$ cat src/rtl/uart_loader_pkg.sv
// Shared types and helpers for the length-prefixed UART stream loader.
// Frame sizing is derived here so RTL and users agree on bit counts.
package uart_loader_pkg;

  typedef enum logic [1:0] {
    PAR_NONE = 2'd0,
    PAR_ODD  = 2'd1,
    PAR_EVEN = 2'd2
  } parity_t;

  typedef enum logic [1:0] {
    IDLE,
    HDR,
    PAY,
    FIN
  } loader_state_t;

  // cpb=1 yields the number of bits in one frame
  function automatic int frame_cycles(
    input int cpb,
    input int par,
    input int stop
  );
    return (9 + ((par != 0) ? 1 : 0) + stop) * cpb;
  endfunction

endpackage

$ cat src/rtl/uart_tx_frame.sv
// UART frame serializer: start, 8 data LSB first, optional parity, stops.
// A load while last is high chains the next frame with no idle gap.
module uart_tx_frame
  import uart_loader_pkg::*;
#(
  parameter int CLKS_PER_BIT = 5,
  parameter int PARITY       = 0,
  parameter int STOP_BITS    = 1
) (
  input  logic       clk,
  input  logic       rst,
  input  logic       load,
  input  logic [7:0] data,
  output logic       txd,
  output logic       idle,
  output logic       last
);

  localparam int NB = frame_cycles(1, PARITY, STOP_BITS);
  localparam int BW = $clog2(NB);
  localparam int CW = $clog2(CLKS_PER_BIT);
  localparam parity_t PAR = parity_t'(PARITY);

  logic          active;
  logic [NB-1:0] shreg;
  logic [NB-1:0] frame;
  logic [BW-1:0] bit_cnt;
  logic [CW-1:0] baud_cnt;
  logic          bit_end;

  always_comb begin
    frame      = '1;
    frame[0]   = 1'b0;
    frame[8:1] = data;
    if (PAR != PAR_NONE)
      frame[9] = (^data) ^ (PAR == PAR_ODD);
  end

  assign bit_end = baud_cnt == CW'(CLKS_PER_BIT - 1);
  assign last    = active && bit_end
                && (bit_cnt == BW'(NB - 1));
  assign idle    = !active;
  // active clears asynchronously, so reset drives the line high at once
  assign txd     = active ? shreg[0] : 1'b1;

  always_ff @(posedge clk or posedge rst) begin
    if (rst) begin
      active   <= 1'b0;
      shreg    <= '1;
      bit_cnt  <= '0;
      baud_cnt <= '0;
    end else if (load && (idle || last)) begin
      active   <= 1'b1;
      shreg    <= frame;
      bit_cnt  <= '0;
      baud_cnt <= '0;
    end else if (active) begin
      if (bit_end) begin
        baud_cnt <= '0;
        if (last) begin
          active <= 1'b0;
        end else begin
          bit_cnt <= bit_cnt + BW'(1);
          shreg   <= {1'b1, shreg[NB-1:1]};
        end
      end else begin
        baud_cnt <= baud_cnt + CW'(1);
      end
    end
  end

endmodule

$ cat src/rtl/uart_stream_loader_tx.sv
// Sends a little-endian length header then that many bytes from a FIFO.
// Payload may be pre-loaded while idle; leftovers stay for the next run.
module uart_stream_loader_tx
  import uart_loader_pkg::*;
#(
  parameter int CLKS_PER_BIT = 5,
  parameter int PARITY       = 0,
  parameter int STOP_BITS    = 1,
  parameter int LEN_BYTES    = 4,
  parameter int FIFO_DEPTH   = 16
) (
  input  logic                   clk,
  input  logic                   rst,
  input  logic                   start,
  input  logic [8*LEN_BYTES-1:0] length,
  input  logic [7:0]             in_data,
  input  logic                   in_valid,
  output logic                   in_ready,
  output logic                   txd,
  output logic                   busy,
  output logic                   done,
  output logic [8*LEN_BYTES-1:0] sent_count
);

  localparam int LW = 8 * LEN_BYTES;
  localparam int AW = $clog2(FIFO_DEPTH);

  logic [7:0]  mem [FIFO_DEPTH];
  logic [AW:0] wr_ptr, rd_ptr;
  logic        full, empty, push, pop;

  assign empty    = wr_ptr == rd_ptr;
  assign full     = (wr_ptr[AW] != rd_ptr[AW])
                 && (wr_ptr[AW-1:0] == rd_ptr[AW-1:0]);
  assign in_ready = !full;
  assign push     = in_valid && !full;

  always_ff @(posedge clk or posedge rst) begin
    if (rst) begin
      wr_ptr <= '0;
      rd_ptr <= '0;
    end else begin
      if (push) wr_ptr <= wr_ptr + (AW+1)'(1);
      if (pop)  rd_ptr <= rd_ptr + (AW+1)'(1);
    end
  end

  always_ff @(posedge clk) begin
    if (push) mem[wr_ptr[AW-1:0]] <= in_data;
  end

  loader_state_t state, state_n;
  logic [LW-1:0] len_q, len_n, cnt_n, cnt_inc;
  logic [2:0]    hdr_idx, hdr_n;
  logic          ser_load, ser_idle, ser_last;
  logic [7:0]    ser_data;

  uart_tx_frame #(
    .CLKS_PER_BIT (CLKS_PER_BIT),
    .PARITY       (PARITY),
    .STOP_BITS    (STOP_BITS)
  ) u_frame (
    .clk  (clk),
    .rst  (rst),
    .load (ser_load),
    .data (ser_data),
    .txd  (txd),
    .idle (ser_idle),
    .last (ser_last)
  );

  assign cnt_inc = sent_count + LW'(1);
  assign busy    = (state == HDR) || (state == PAY);
  assign done    = state == FIN;

  always_ff @(posedge clk or posedge rst) begin
    if (rst) begin
      state      <= IDLE;
      len_q      <= '0;
      sent_count <= '0;
      hdr_idx    <= '0;
    end else begin
      state      <= state_n;
      len_q      <= len_n;
      sent_count <= cnt_n;
      hdr_idx    <= hdr_n;
    end
  end

  always_comb begin
    state_n  = state;
    len_n    = len_q;
    cnt_n    = sent_count;
    hdr_n    = hdr_idx;
    ser_load = 1'b0;
    ser_data = mem[rd_ptr[AW-1:0]];
    pop      = 1'b0;
    unique case (state)
      IDLE: begin
        if (start) begin
          len_n    = length;
          cnt_n    = '0;
          hdr_n    = 3'd1;
          ser_load = 1'b1;
          ser_data = length[7:0];
          state_n  = HDR;
        end
      end
      HDR: begin
        if (ser_last) begin
          if (hdr_idx != 3'(LEN_BYTES)) begin
            ser_load = 1'b1;
            ser_data = 8'(len_q >> {hdr_idx, 3'b000});
            hdr_n    = hdr_idx + 3'd1;
          end else if (len_q == '0) begin
            state_n = FIN;
          end else begin
            state_n  = PAY;
            ser_load = !empty;
            pop      = !empty;
          end
        end
      end
      PAY: begin
        if (ser_last) begin
          cnt_n = cnt_inc;
          if (cnt_inc == len_q) begin
            state_n = FIN;
          end else begin
            ser_load = !empty;
            pop      = !empty;
          end
        end else if (ser_idle) begin
          ser_load = !empty;
          pop      = !empty;
        end
      end
      FIN: state_n = IDLE;
      default: state_n = IDLE;
    endcase
  end

endmodule

$ cat config.mk
export PLATFORM = sky130hd
export DESIGN_NAME = uart_stream_loader_tx
export DESIGN_NICKNAME = d
export VERILOG_FILES = /design/src/rtl/uart_loader_pkg.sv /design/src/rtl/uart_tx_frame.sv /design/src/rtl/uart_stream_loader_tx.sv
export SDC_FILE = /design/constraint.sdc
export NUM_CORES = 1
export LEC_CHECK = 0
export CAP_MARGIN = 20
export CORE_UTILIZATION = 25
export CTS_CLUSTER_DIAMETER = 60
export DETAILED_ROUTE_END_ITERATION = 12
export PLACE_DENSITY_LB_ADDON = 0.15
export SETUP_SLACK_MARGIN = 0.02
export SLEW_MARGIN = 20
export SYNTH_ARGS = -nofsm -noshare
export SYNTH_HDL_FRONTEND = slang
export SYNTH_SLANG_ARGS = --single-unit
$ cat constraint.sdc
create_clock -name clk -period 8.8 [get_ports clk]
set_clock_uncertainty 0.15 [all_clocks]
set_input_delay 1.32 -clock clk [delete_from_list [all_inputs] [get_ports clk]]
set_output_delay 1.32 -clock clk [all_outputs]
set_load 0.02 [all_outputs]
==> impl_metrics.tcl <==
set metrics [dict create \
    viasPerCell 4.706 \
    nets 1032 \
    grt_max_degree 69 \
    multiInputGateArea_mm2 0.004476 \
    dp_slack_ns 4.513 \
    ys_dominant_reg_cell "edfxtp_1" \
    syn_inst 896 \
    row_count 76 \
    portBuffers 79 \
    yosys_register_bits 224 \
    grt_pass1_wl_mm 47.71 \
    die_area_mm2 0.04491 \
    yosysSeqAreaShare_pct 56.80 \
    clk_latency_ns 0.57 \
    clock_path_buffers 3 \
    via_count 7436 \
    fin_ws_ns 4.560 \
    fill_cells 4378 \
    synth_cell_type_count 63 \
    grt_pass1_vias 7405 \
    p_switching_w 0.0006148 \
    clk_pin_slew_ns 0.06 \
    p_sw_share_pct 24.35 \
    ctsHoldBuffers 0 \
    grt_overflow 0 \
    cts_buffers 29 \
    setup_viol 0 \
    cts_sinks 224 \
    start_util_pct 25.46 \
    groute.usage.overall_pct 14.15 \
    p_per_area_mw_per_mm2 189.2 \
    antennaDiodeCount 0 \
    core_area_mm2 0.04327 \
    yosys.area.top_type "edfxtp_1" \
    drtAntennaViolNets 0 \
    ios 80 \
    ir_drop_mv 0.1060 \
    critical_path_class "reg2reg" \
    maxSlewViolCount 0 \
    dr.first_iter.drc_count 536 \
    wl_per_cell_um 19.88 \
    place_hpwl_mm 22.06 \
    critPathRequiredTime_ns 9.14 \
    clockRootBuffer "clkbuf_16" \
    ys_top_cells_by_area "edfxtp_1 (35%), dfrtp_1 (20%), mux4_2 (9.8%)" \
    hold_class "reg2reg" \
    drive_above_1_share_pct 13.17 \
    cts_resized 0 \
    p_int_w 0.001911 \
    finalHoldViolCount 0 \
    antenna_found_initial 1 \
    final.period_utilization_pct 48.18 \
    place.gp.congestion 0.7953 \
    cp_max_fo 16 \
    die_w_um 211.9 \
    seqCellArea_mm2 0.006259 \
    min_period_ns 4.240 \
    outcome "finished clean" \
    end_kind "register" \
    remaining_drc_errors 0 \
    rsz0062_at_grt "false" \
    clockPowerShare_pct 44.0 \
    drv_cap 0 \
    drt-total-wl_mm 31.41 \
    cts_tree "built" \
    power.leakage_nw 4.923 \
    fin_setup_tns_ns 0 \
    synth.top_cell.area_share_pct 34.89 \
    synth-edff-count 128 \
    syn2layout_area_growth_pct 21.17 \
    first_pass_iters 5 \
    syn_area_per_cell_um2 12.29 \
    worst_pin_slew_ns 0.9470 \
    p_comb_share_pct 7.6 \
    async_flop_share_pct 42.86 \
    syn-cell-area_mm2 0.01102 \
    die_y_um 211.9 \
    cts_setup_buffers 0 \
    yosys_warnings 0 \
    p_seq_share_pct 48.4 \
    arrival_ns 4.58 \
    syn_nets 956 \
    cp-start-kind "register" \
    fmax_ghz 0.2359 \
    relSlewSlack_pct 36.71 \
    htree_levels 1 \
]
[critical path, cell delays in order, from the launching register on]
cell and delay, ns:
dfrtp_1 0.51, ha_1 0.38, nand3_2 0.36, or3_1 0.55, or3_1 0.42, o31ai_1 0.27, o2111a_1 0.25, a41oi_1 0.30
a211o_1 0.39, nor3b_2 0.15, buf_4 0.21, mux2i_1 0.18
[stage by stage]
step	hold slack (ns)	area, um2	util (%)	total power, W	cells
2_1_floorplan	0.3104	11020	-	0.001340	896
3_3_place_gp	0.3231	12460	28.79	0.001438	1526
3_5_place_dp	0.3335	12460	28.79	0.001438	1526
4_1_cts	0.3409	13350	30.84	0.002565	1580
5_1_grt	0.3622	13350	30.85	0.002628	1580
6_report	0.3396	13350	30.85	0.002525	1580
[sequential cells by signal, summed over array words and instances (netlist names), 2 cells and up]
register	flops
hdr_idx	3
len_q	32
mem	128
rd_ptr	5
sent_count	32
state	2
u_frame.baud_cnt	3
u_frame.bit_cnt	4
u_frame.shreg	9
wr_ptr	5
[cell usage after synthesis (all sizes together) (3+ instances only)]
| master | number |
|---|---|
| a211o | 5 |
| nor3 | 18 |
| a21oi | 10 |
| nand3 | 18 |
| xnor2 | 27 |
| dfstp | 9 |
| and3 | 9 |
| mux2i | 19 |
| o31ai | 21 |
| clkbuf | 32 |
| xor2 | 29 |
| nand4 | 17 |
| and2 | 11 |
| o21ai | 44 |
| buf | 18 |
| or4 | 3 |
| edfxtp | 128 |
| ha | 16 |
| nor3b | 3 |
| a21o | 5 |
| a222oi | 8 |
| nor4 | 24 |
| a22o | 3 |
| dfrtp | 87 |
| and4 | 8 |
| a211oi | 3 |
| mux2 | 3 |
| nor2b | 6 |
| nor2 | 51 |
| inv | 20 |
| o41ai | 4 |
| a31oi | 10 |
| nand2 | 157 |
| mux4 | 48 |
[cell families after synthesis]
kind of cell | synth area share (%)
AND/OR/NAND/NOR | 14.80
flip-flops | 56.80
AO/OA/AOI/OAI | 7.588
buffers and inverters | 2.692
multiplexers | 11.85
XOR/XNOR | 4.453
adder cells (fa/ha/maj) | 1.817
[cell usage in the layout, fill, tap and decap left out, types with 11 or more instances in the layout]
cell type,count
ha_1,16
clkbuf_16,29
buf_4,16
clkbuf_1,11
dfrtp_1,86
o31ai_1,21
nand2_1,157
xor2_1,29
nor4_1,20
nand3_1,17
mux4_2,48
nand4_1,15
xnor2_1,27
edfxtp_1,128
clkdlybuf4s50_1,79
inv_1,19
mux2i_1,19
nor3_1,17
o21ai_0,43
nor2_1,50
[power by group through the flow]
stage	Combinational (W)	Clock [W]	Sequential (W)
floorplan	0.000120	0	0.00122
global placement	0.000198	0	0.00124
detailed placement	0.000196	0	0.00124
CTS	0.000198	0.00115	0.00122
global route	0.000213	0.00119	0.00123
finish	0.000193	0.00111	0.00122
[path summary, 6_finish.rpt]
path                       slack [ns]                  end     startpoint  depth (start not counted)
max                              4.56     u_frame.shreg[4]  sent_count[0]                         11
min                              0.34            wr_ptr[4]      wr_ptr[4]                          1
max reg2reg                      4.56     u_frame.shreg[4]  sent_count[0]                         11
max in group asynchronous        6.26       sent_count[12]            rst                          3
min in group asynchronous        0.96  u_frame.baud_cnt[0]            rst                          2
min reg2reg                      0.34            wr_ptr[4]      wr_ptr[4]                          1
[layout make-up]
class	instances	share of cell area, %
clock buffers	41	5.849
repair buffers	95	6.824
well taps	585	5.484
flip-flops and latches	224	46.89
multi-input cells	601	33.53
clock inverters	13	0.8155
inverters	21	0.6093
[layer usage]
layer / wire length (um) / GRT usage, % / share of wire, %
met1: 15310 / 20.21 / 49
met2: 13940 / 21.75 / 44
met3: 1337 / 2.418 / 4.3
met4: 812 / 4.298 / 2.6
met5: 8 / 0 / 0.025
(Power assumes the default switching activity.)
